## src/rtl/capture_readback.sv

```systemverilog
// Readback engine: streams COUNT words out of a synchronous sample buffer.
// Reads run ahead of the consumer by at most two words, held in a 2-entry skid FIFO.
module capture_readback #(
    parameter int DEPTH = 6144
) (
    input  logic        CLK,
    input  logic        RESETN,
    input  logic        START,
    input  logic [12:0] START_ADDR,
    input  logic [12:0] COUNT,
    output logic [12:0] RAM_ADDR,
    output logic        RAM_EN,
    output logic        RAM_WE,
    input  logic [7:0]  RAM_DOUT,
    input  logic        RAM_DOUTP,
    output logic [8:0]  OUT_DATA,
    output logic        OUT_VALID,
    input  logic        OUT_READY,
    output logic        BUSY,
    output logic        DONE
);

    localparam logic [13:0] DEPTH_W   = 14'(DEPTH);
    localparam logic [12:0] LAST_ADDR = 13'(DEPTH - 1);

    typedef enum logic [1:0] {
        IDLE,
        RUN,
        DRAIN
    } state_t;

    state_t      state, state_next;
    logic [12:0] addr;
    logic [13:0] len;
    logic [13:0] issued;
    logic [13:0] delivered;
    logic        in_flight;
    logic [8:0]  fifo_mem [2];
    logic        wr_ptr, rd_ptr;
    logic [1:0]  occ;
    logic        done_r;
    logic        issue;
    logic        pop;
    logic [1:0]  slots_used;

    // A word leaving this cycle frees its slot now, which keeps the stream at one word per cycle.
    always_comb begin
        pop        = (occ != 2'd0) && OUT_READY;
        slots_used = occ + {1'b0, in_flight} - {1'b0, pop};
        issue      = 1'b0;
        state_next = state;
        case (state)
            IDLE: begin
                if (START && COUNT != 13'd0) state_next = RUN;
            end
            RUN: begin
                issue = (issued < len) && (slots_used < 2'd2);
                if (issue && issued == len - 14'd1) state_next = DRAIN;
            end
            DRAIN: begin
                if (pop && delivered == len - 14'd1) state_next = IDLE;
            end
            default: state_next = IDLE;
        endcase
    end

    always_ff @(posedge CLK) begin
        if (!RESETN) begin
            state       <= IDLE;
            addr        <= '0;
            len         <= '0;
            issued      <= '0;
            delivered   <= '0;
            in_flight   <= 1'b0;
            wr_ptr      <= 1'b0;
            rd_ptr      <= 1'b0;
            occ         <= '0;
            done_r      <= 1'b0;
            // NOTE: the two FIFO words are reset too, so OUT_DATA reads 0 after reset.
            fifo_mem[0] <= '0;
            fifo_mem[1] <= '0;
        end else begin
            // NOTE: non-blocking assignments throughout, so every update here sees pre-edge values.
            state     <= state_next;
            done_r    <= 1'b0;
            in_flight <= issue;

            if (state == IDLE && START) begin
                if (COUNT == 13'd0) begin
                    done_r <= 1'b1;
                end else begin
                    addr      <= ({1'b0, START_ADDR} >= DEPTH_W) ? 13'd0 : START_ADDR;
                    len       <= ({1'b0, COUNT} > DEPTH_W) ? DEPTH_W : {1'b0, COUNT};
                    issued    <= '0;
                    delivered <= '0;
                end
            end

            if (issue) begin
                addr   <= (addr == LAST_ADDR) ? 13'd0 : addr + 13'd1;
                issued <= issued + 14'd1;
            end

            if (pop) delivered <= delivered + 14'd1;

            if (state == DRAIN && state_next == IDLE) done_r <= 1'b1;

            if (in_flight) begin
                fifo_mem[wr_ptr] <= {RAM_DOUTP, RAM_DOUT};
                wr_ptr           <= ~wr_ptr;
            end
            if (pop) rd_ptr <= ~rd_ptr;
            occ <= occ + {1'b0, in_flight} - {1'b0, pop};
        end
    end

    assign RAM_EN    = issue;
    assign RAM_ADDR  = addr;
    assign RAM_WE    = 1'b0;
    assign OUT_VALID = (occ != 2'd0);
    assign OUT_DATA  = fifo_mem[rd_ptr];
    assign BUSY      = (state != IDLE);
    assign DONE      = done_r;

endmodule
```

## config.mk

```make
export PLATFORM = sky130hd
export DESIGN_NAME = capture_readback
export DESIGN_NICKNAME = d
export VERILOG_FILES = /design/src/rtl/capture_readback.sv
export SDC_FILE = /design/constraint.sdc
export NUM_CORES = 1
export LEC_CHECK = 0
export CAP_MARGIN = 20
export CELL_PAD_IN_SITES_DETAIL_PLACEMENT = 1
export CELL_PAD_IN_SITES_GLOBAL_PLACEMENT = 1
export CORE_ASPECT_RATIO = 1.4
export CORE_UTILIZATION = 38
export CTS_CLUSTER_DIAMETER = 30
export DETAILED_ROUTE_END_ITERATION = 7
export PLACE_DENSITY_LB_ADDON = 0.25
export SLEW_MARGIN = 20
export SYNTH_ARGS = -nofsm -noshare
export SYNTH_HDL_FRONTEND = slang
export SYNTH_SLANG_ARGS = --single-unit
```

## constraint.sdc

```tcl
create_clock -name CLK -period 3 [get_ports CLK]
set_input_delay 0.45 -clock CLK [delete_from_list [all_inputs] [get_ports CLK]]
set_output_delay 0.45 -clock CLK [all_outputs]
set_load 0.1 [all_outputs]
```

==> results of run 1 <==
==> cell usage in the layout, fill, tap and decap left out, types with 3 or more instances in the layout <==
| master | Yosys | routed |
|---|---|---|
| sky130_fd_sc_hd__buf_4 | 2 | 70 |
| sky130_fd_sc_hd__dfxtp_1 | 63 | 59 |
| sky130_fd_sc_hd__a21oi_1 | 48 | 47 |
| sky130_fd_sc_hd__nor2_1 | 43 | 43 |
| sky130_fd_sc_hd__clkdlybuf4s50_1 | 0 | 37 |
| sky130_fd_sc_hd__nand3_1 | 30 | 30 |
| sky130_fd_sc_hd__inv_1 | 26 | 25 |
| sky130_fd_sc_hd__and2_1 | 22 | 22 |
| sky130_fd_sc_hd__xnor2_1 | 23 | 21 |
| sky130_fd_sc_hd__nand2_1 | 20 | 20 |
| sky130_fd_sc_hd__nor3_1 | 20 | 19 |
| sky130_fd_sc_hd__edfxtp_1 | 18 | 18 |
| sky130_fd_sc_hd__o21ai_0 | 17 | 17 |
| sky130_fd_sc_hd__o21ai_1 | 17 | 17 |
| sky130_fd_sc_hd__and3_1 | 17 | 17 |
| sky130_fd_sc_hd__ha_1 | 19 | 17 |
| sky130_fd_sc_hd__a22o_1 | 12 | 12 |
| sky130_fd_sc_hd__mux2_2 | 10 | 10 |
| sky130_fd_sc_hd__nand3b_1 | 9 | 9 |
| sky130_fd_sc_hd__clkbuf_16 | 0 | 9 |
| sky130_fd_sc_hd__a211oi_1 | 8 | 8 |
| sky130_fd_sc_hd__nand4_1 | 7 | 7 |
| sky130_fd_sc_hd__xor2_1 | 7 | 7 |
| sky130_fd_sc_hd__a32oi_1 | 6 | 6 |
| sky130_fd_sc_hd__inv_2 | 3 | 4 |
| sky130_fd_sc_hd__nand2b_1 | 4 | 4 |
| sky130_fd_sc_hd__or3_1 | 4 | 4 |
| sky130_fd_sc_hd__a221oi_1 | 4 | 4 |
| sky130_fd_sc_hd__nor4_2 | 4 | 4 |
| sky130_fd_sc_hd__dfxtp_2 | 0 | 3 |
| sky130_fd_sc_hd__nor4_1 | 3 | 3 |
| sky130_fd_sc_hd__a31oi_1 | 3 | 3 |
| sky130_fd_sc_hd__a22oi_1 | 3 | 3 |
| sky130_fd_sc_hd__o22ai_1 | 3 | 3 |
| sky130_fd_sc_hd__xnor3_1 | 3 | 3 |
| sky130_fd_sc_hd__nor3b_1 | 3 | 3 |
==> logic make-up (layout without fill, tap and decap cells) <==
kind of cell	count (synthesis)	in the layout
mux	11	11
xor+xnor	33	33
buf+inv	65	157
compound gates	149	149
other cells	1	1
simple gates	205	205
flops	81	81
fa+ha+maj	19	19
==> registers in the layout, summed over array words and instances, names as in the netlist, 2 cells and up, named ones only <==
signal,count
state,2
len,13
occ,2
fifo_mem,18
RAM_ADDR,13
issued,14
delivered,14
==> layer usage <==
metal / global-route usage [%] / up-vias / share of wire [%] / routed length, um
li1: - / 2243 / - / -
met1: 25.8 / 2329 / 40 / 6130
met2: 44.5 / 90 / 54 / 8330
met3: 3.25 / 29 / 2.6 / 402
met4: 11.3 / 0 / 3.2 / 490
met5: 0 / - / 0 / 0
==> repair_timing <==
item	CTS	global route
gates resized for setup	13	4
setup buffers	5	0
cloned	0	0
pin swaps	8	5
endpoints found under the setup margin	22	20
==> critical path, stage by stage (launching register included) <==
cell                        delay, ns
sky130_fd_sc_hd__dfxtp_2         0.34
sky130_fd_sc_hd__o21ai_4         0.16
sky130_fd_sc_hd__inv_2           0.07
sky130_fd_sc_hd__ha_4            0.26
sky130_fd_sc_hd__inv_2           0.04
sky130_fd_sc_hd__ha_4            0.16
sky130_fd_sc_hd__xnor2_4         0.14
sky130_fd_sc_hd__xnor2_4         0.15
sky130_fd_sc_hd__a2111oi_4       0.21
sky130_fd_sc_hd__nand4_1         0.20
sky130_fd_sc_hd__inv_2           0.11
sky130_fd_sc_hd__buf_6           0.11
sky130_fd_sc_hd__buf_12          0.16
==> power by group <==
part | internal [mW] | leakage [nW] | switching, mW | total [mW]
logic | 0.634 | 1.56 | 1.12 | 1.76
clock network | 0.746 | 0.163 | 0.516 | 1.26
registers | 1.21 | 0.701 | 0.0914 | 1.30
==> worst paths after layout <==
check	cells after the start	slack [ns]	to	startpoint
max	12	0.09	RAM_EN	occ[0]$_SDFF_PN0_
min	2	0.48	RAM_ADDR[1]$_SDFFE_PN0P_	RAM_ADDR[1]$_SDFFE_PN0P_
max reg2reg	13	0.15	issued[11]$_SDFFE_PN0P_	occ[0]$_SDFF_PN0_
min reg2reg	2	0.48	RAM_ADDR[1]$_SDFFE_PN0P_	RAM_ADDR[1]$_SDFFE_PN0P_
==> cells in the mapped netlist, drive strengths merged, types with 7 or more instances <==
library cell | instances | area share, %
a211oi | 8 | 1.2
a21oi | 49 | 5.0
a22o | 12 | 2.1
and2 | 22 | 2.8
and3 | 18 | 2.3
buf | 12 | 1.9
clkbuf | 22 | 1.9
dfxtp | 63 | 25
edfxtp | 18 | 11
ha | 19 | 4.8
inv | 29 | 2.2
mux2 | 11 | 2.5
nand2 | 20 | 1.5
nand3 | 30 | 3.0
nand3b | 9 | 1.4
nand4 | 7 | 0.88
nor2 | 44 | 3.5
nor3 | 20 | 2.0
nor4 | 8 | 1.8
o21ai | 35 | 3.7
xnor2 | 23 | 4.0
xor2 | 7 | 1.2
==> per-stage QoR <==
step	instances	utilization (%)	total power [mW]	instance area, sq um
floorplan	564	-	2.44	4980
global placement	788	45.9	2.88	5880
detailed placement	788	45.9	2.92	5880
CTS	809	49.2	4.30	6310
global route	809	49.6	4.51	6350
finish	809	49.6	4.32	6350
==> cell type report <==
class,count,area (sq um),share of cell area (%)
flip-flops and latches,81,1810,28.5
clock buffers,9,225,3.55
multi-input cells,418,2960,46.6
inverters,31,120,1.89
well taps,153,191,3.01
clock inverters,7,111,1.75
repair buffers,110,936,14.7
==> flow_summary_export.csv, run 1 <==
group,metric,value,unit
final_layout,layout-area-overhead-vs-synth,27.6,%
timing,skew,0.00774,ns
place,port-buffer-count,64,
clock_network,clock_tree.htree_level_count,3,
floorplanning,num_rows,49,
logic_synthesis,synth_seq_area_share,36.2,%
logic_synthesis,ys_async_sr_fraction,0,%
logic_synthesis,synth-simple-area-share,23.3,%
critical_path,critPathCaptureType,"primary output",
floorplanning,core_outline_area,12800,sq um
logic_synthesis,yosys.area_share.adder,4.78,%
logic_synthesis,dominantRegCellSynth,"sky130_fd_sc_hd__dfxtp_1",
timing,post-route-min-period,2.91,ns
route,routed-via-count,4691,
clock_network,worstSkewPairLatency,0.35,ns
timing,final-setup-viol-count,0,
critical_path,critical_path_required,2.55,ns
timing,final.setup.worst_slack,0.0914,ns
timing,report.final.slew_viol_count,0,
route,drt-total-wl,15.4,mm
timing,timing.max_slew.rel_slack,45.6,%
floorplanning,boundaryPins,66,
timing,whs,0.483,ns
global_route,grtUsageTotal,23.5,%
power,cellPowerDensity,680,nW/um^2
final_layout,count_of_nets_after_finishing,709,
logic_synthesis,net_count_synth,622,
timing,grt_setup_unrepaired,"yes",
power,vdd_drop_max,0.000397,V
route,drtPass1Iterations,4,
timing,fmax,344,MHz
global_route,grt_start_max_net_pins,44,
logic_synthesis,xor_xnor_cell_area_share_of_the_yosys_netlist,6.64,%
floorplanning,chip_height,137,um
final_layout,ratio_of_cells_with_drive_above_1_in_the_final_layout,20.6,%
clock_network,clock_root_buffer,"sky130_fd_sc_hd__clkbuf_16",
logic_synthesis,synth_top_family_by_area,"simple AND/OR/NAND/NOR gates",
logic_synthesis,yosysWarnings,0,
global_route,via_count_of_the_first_global_routing_pass,4876,
status,status,"complete, no violations",
job,maxcap_viol_count,0,
route,remaining_drc_errors,0,
critical_path,crit_type,"reg2out",
place,post-dp-hpwl,11.4,mm
floorplanning,chipWidth,98.7,um
clock_network,tritoncts_clock_tree,"built",
place,dp_worst_setup_slack,-0.494,ns
critical_path,worst-path-max-fanout,3,
route,ant_nets,0,
final_layout,fillers,1489,
route,via_per_inst,5.80,
critical_path,timing.critical_path.from_type,"flip-flop",
clock_network,cts_hold_buffers,0,
floorplanning,initial_core_util,38.8,%
hold_path,worst_hold_path_type,"reg2reg",
floorplanning,die_ar,13600,sq um
clock_network,clock_sink_count,81,
logic_synthesis,ys_ff_latch,81,
logic_synthesis,syn-instance-count,564,
logic_synthesis,synth.lib_cells_used.distinct,81,
final_layout,antenna_cells_inserted,0,
logic_synthesis,synth.mux.area_fraction,2.49,%
power,p_leak,2.43,nW
critical_path,crit_arrival,2.46,ns
global_route,grt_first_pass_wirelength,24.7,mm
logic_synthesis,post_synth_instance_area,4980,sq um
global_route,gr-total-overflow,0,
route,initialDrtViolationCount,184,
global_route,antenna_found_initial,0,
clock_network,numCtsBuffers,9,
clock_network,clkTransAtPathRegs,0.07,ns
logic_synthesis,synth_enable_flop_cells,18,
timing,worst_max_slew_pin_slew,0.810,ns
clock_network,ctsLongestPathBuffers,2,
timing,timing.setup.tns,0,ns
timing,final_cycle_utilization_of_the_critical_path,97.0,%
logic_synthesis,synth-compound-area-share,20.3,%
logic_synthesis,syn_avg_cell_area,8.82,sq um
place,gpl_wtd_cong,0.911,
route,drt-wirelength-per-cell,19.0,um
timing,finalHoldViolCount,0,
Power figures use the tool's default switching activity.
==> inputs of run 2 (changes only) <==
--- a/config.mk
+++ b/config.mk
@@ -5,11 +5,12 @@
 export SDC_FILE = /design/constraint.sdc
 export NUM_CORES = 1
 export LEC_CHECK = 0
+export ABC_AREA = 1
 export CAP_MARGIN = 20
 export CELL_PAD_IN_SITES_DETAIL_PLACEMENT = 1
 export CELL_PAD_IN_SITES_GLOBAL_PLACEMENT = 1
 export CORE_ASPECT_RATIO = 1.4
-export CORE_UTILIZATION = 38
+export CORE_UTILIZATION = 36
 export CTS_CLUSTER_DIAMETER = 30
 export DETAILED_ROUTE_END_ITERATION = 7
 export PLACE_DENSITY_LB_ADDON = 0.25
==> flow_summary_export.csv, run 2 <==
group,metric,value,unit
timing,worst_max_slew_pin_slew,0.657,ns
power,cellPowerDensity,595,nW/um^2
final_layout,final_common_cell,"sky130_fd_sc_hd__nand2_1",
final_layout,largest_reg_flops,18,
logic_synthesis,post-synth-top-count-cell,"sky130_fd_sc_hd__nand2_1",
clock_network,ctsLongestPathBuffers,2,
critical_path,worst_setup_path_startpoint,"OUT_READY",
floorplanning,core_outline_area,13900,sq um
logic_synthesis,xor_xnor_cell_area_share_of_the_yosys_netlist,1.20,%
floorplanning,initial_core_util,36.8,%
status,status,"complete, no violations",
final_layout,count_of_nets_after_finishing,888,
global_route,grt_start_max_net_pins,17,
job,maxcap_viol_count,0,
logic_synthesis,ys_async_sr_fraction,0,%
route,via_per_inst,5.20,
logic_synthesis,yosys.area_share.adder,4.65,%
floorplanning,die_ar,14700,sq um
logic_synthesis,yosysTopAreaCell,"sky130_fd_sc_hd__dfxtp_1",
logic_synthesis,ys_ff_latch,81,
clock_network,numCtsBuffers,9,
critical_path,worst-path-max-fanout,2,
critical_path,crit_arrival,2.41,ns
timing,fmax,349,MHz
final_layout,antenna_cells_inserted,0,
logic_synthesis,post_synth_instance_area,5120,sq um
floorplanning,num_rows,51,
critical_path,timing.critical_path.from_type,"primary input",
critical_path,worst_path_dominant_cell_family,"buffers and inverters",
logic_synthesis,synth_top_area_share,24.7,%
place,place.detailed.instances,1003,
logic_synthesis,synth.lib_cells_used.distinct,44,
global_route,via_count_of_the_first_global_routing_pass,5678,
place,port-buffer-count,64,
timing,timing.max_slew.rel_slack,56.0,%
final_layout,reg_top3,"fifo_mem: 18 flops, delivered: 14 flops, issued: 14 flops",
global_route,gr-total-overflow,0,
critical_path,critical_path_s_largest_stage_delay,0.46,ns
final_layout,regMostFlops,"fifo_mem",
final_layout,fillers,1850,
power,vdd_drop_max,0.000326,V
critical_path,crit_type,"in2out",
logic_synthesis,synthTopCellsByArea,"sky130_fd_sc_hd__dfxtp_1, sky130_fd_sc_hd__nand2_1, sky130_fd_sc_hd__edfxtp_1",
global_route,grt_first_pass_wirelength,27.3,mm
timing,final_cycle_utilization_of_the_critical_path,95.4,%
route,drt-total-wl,16.9,mm
timing,skew,0.00585,ns
critical_path,r2r_slack,0.38,ns
timing,finalHoldViolCount,0,
clock_network,cts_hold_buffers,0,
logic_synthesis,net_count_synth,801,
clock_network,clock_sink_count,81,
clock_network,clock_root_buffer,"sky130_fd_sc_hd__clkbuf_16",
timing,grt_setup_unrepaired,"no",
place,post-dp-hpwl,13.8,mm
logic_synthesis,synth.mux.area_fraction,1.98,%
final_layout,finish.utilization,46.0,%
critical_path,critical_path.cell_chain,"clkdlybuf4s50_1 > inv_1 > nor2_4 > ha_1 > inv_1 > ha_2 > xnor2_2 > xor2_1 > buf_4 > nand3_2 > nor2_4 > buf_12",
route,initialDrtViolationCount,158,
final_layout,most_frequent_cells_in_the_layout,"sky130_fd_sc_hd__nand2_1, sky130_fd_sc_hd__inv_1, sky130_fd_sc_hd__nand3_1, sky130_fd_sc_hd__nor2_1, sky130_fd_sc_hd__dfxtp_1",
logic_synthesis,dominantRegCellSynth,"sky130_fd_sc_hd__dfxtp_1",
clock_network,clkTransAtPathRegs,0.06,ns
logic_synthesis,ys_top_cells_by_count,"sky130_fd_sc_hd__nand2_1, sky130_fd_sc_hd__inv_1, sky130_fd_sc_hd__nand3_1",
timing,report.final.slew_viol_count,0,
critical_path,critPathCaptureType,"primary output",
logic_synthesis,synth_enable_flop_cells,18,
clock_network,clock_tree.htree_level_count,3,
global_route,antenna_found_initial,0,
timing,final-setup-viol-count,0,
floorplanning,boundaryPins,66,
logic_synthesis,synth_top_family_by_area,"simple AND/OR/NAND/NOR gates",
logic_synthesis,synth_seq_area_share,35.2,%
route,remaining_drc_errors,0,
route,routed-via-count,5307,
final_layout,layout-area-overhead-vs-synth,25.2,%
floorplanning,chipWidth,103,um
critical_path,critical_path_depth,12,
critical_path,regToRegEndpoint,"issued[5]$_SDFFE_PN0P_",
logic_synthesis,synth-simple-area-share,36.6,%
timing,post-route-min-period,2.86,ns
route,ant_nets,0,
critical_path,reg2regPathDepth,16,
route,drt-wirelength-per-cell,16.6,um
power,p_leak,2.72,nW
final_layout,ratio_of_cells_with_drive_above_1_in_the_final_layout,14.3,%
power,design_power_total,3.81,mW
hold_path,worst_hold_path_type,"reg2reg",
critical_path,last_element_of_the_critical_path,"RAM_EN",
critical_path,critPathBufInv,5,
floorplanning,chip_height,143,um
logic_synthesis,syn_avg_cell_area,6.89,sq um
place,gpl_wtd_cong,0.889,
logic_synthesis,syn-instance-count,743,
clock_network,tritoncts_clock_tree,"built",
critical_path,critical-path-slowest-cell,"sky130_fd_sc_hd__clkdlybuf4s50_1",
critical_path,r2r_start,"occ[1]$_SDFF_PN0_",
global_route,grtUsageTotal,24.6,%
logic_synthesis,synth-compound-area-share,11.4,%
critical_path,critical_path_required,2.55,ns
route,drtPass1Iterations,4,
logic_synthesis,yosysWarnings,0,
clock_network,worstSkewPairLatency,0.35,ns
final_layout,final-instance-count-excl-fill,1020,
[run 2: cell types whose count changed after synthesis, moves of 8 or more]
cell                       change
sky130_fd_sc_hd__nand2_1     +152
sky130_fd_sc_hd__and2_1       -22
sky130_fd_sc_hd__xnor2_1      -21
sky130_fd_sc_hd__a22o_1       -12
sky130_fd_sc_hd__o21ai_1      -16
sky130_fd_sc_hd__nor2_1       +33
sky130_fd_sc_hd__nand3_1      +65
sky130_fd_sc_hd__nor2_2        +9
sky130_fd_sc_hd__o22ai_1       +8
sky130_fd_sc_hd__o21ai_0      +20
sky130_fd_sc_hd__and3_1       -15
sky130_fd_sc_hd__clkbuf_1     -12
sky130_fd_sc_hd__inv_1        +69
[run 2: metrics by stage]
stage	hold WS, ns	cell area [sq um]	setup slack, ns	TNS [ns]
2_1_floorplan	0.426	5120	0.0105	0
3_3_place_gp	0.437	6090	-0.0594	-0.229
3_5_place_dp	0.466	6090	-0.0821	-0.438
4_1_cts	0.479	6390	0.0449	0
5_1_grt	0.501	6400	0.00955	0
6_report	0.477	6400	0.138	0
[run 2: power breakdown]
part / total (mW) / switching [mW] / internal [mW]
registers: 1.27 / 0.0832 / 1.19
clock network: 1.12 / 0.472 / 0.646
logic: 1.42 / 0.968 / 0.455
[run 2: metal layers]
metal,wire length [um],vias up,track usage [%]
met4,714,0,12.9
met5,0,-,0
met3,500,36,3.87
met2,9510,106,48.9
li1,-,2618,-
met1,6220,2547,23.2
[run 2: how the worst min path moves through the flow]
| stage | start | slack (ns) | endpoint | cells past startpoint |
|---|---|---|---|---|
| 3_5_place_dp | rd_ptr$_SDFFE_PN0P_ | 0.47 | flip-flop | 1 |
| 3_3_place_gp | rd_ptr$_SDFFE_PN0P_ | 0.44 | rd_ptr$_SDFFE_PN0P_ | 1 |
| 2_1_floorplan | rd_ptr$_SDFFE_PN0P_ | 0.43 | flip-flop | 1 |
| 6_report | rd_ptr$_SDFFE_PN0P_ | 0.48 | flip-flop | 1 |
| 5_1_grt | rd_ptr$_SDFFE_PN0P_ | 0.50 | flip-flop | 1 |
| 4_1_cts | rd_ptr$_SDFFE_PN0P_ | 0.48 | flip-flop | 1 |
[run 2: area by class of cell]
type                    count  area [sq um]  share of cell area (%)
clock buffers              11           233                    3.63
clock inverters             5          56.3                   0.879
inverters                  98           368                    5.74
multi-input cells         546          2880                    44.9
flip-flops and latches     81          1800                    28.1
well taps                 185           231                    3.61
repair buffers             94           838                    13.1
[run 2: timing repair]
item,4_1_cts,5_1_grt
setup endpoints to repair,1,2
setup buffers,1,0
pin swaps,1,1
gates resized for setup,0,3
[run 2: kinds of logic after synthesis]
group                    count (synthesis)
AO/OA/AOI/OAI                          107
XOR/XNOR                                 7
adder cells (fa/ha/maj)                 19
buffers and inverters                  116
flip-flops                              81
multiplexers                             9
other                                    1
AND/OR/NAND/NOR                        403
==> inputs of run 3 (changes only) <==
--- a/config.mk
+++ b/config.mk
@@ -13,6 +13,7 @@
 export CORE_UTILIZATION = 36
 export CTS_CLUSTER_DIAMETER = 30
 export DETAILED_ROUTE_END_ITERATION = 7
+export HOLD_SLACK_MARGIN = 0.02
 export PLACE_DENSITY_LB_ADDON = 0.25
 export SLEW_MARGIN = 20
 export SYNTH_ARGS = -nofsm -noshare
==> results of run 3 <==
No change in the layout: final DEF, timing and power equal those of run 2.
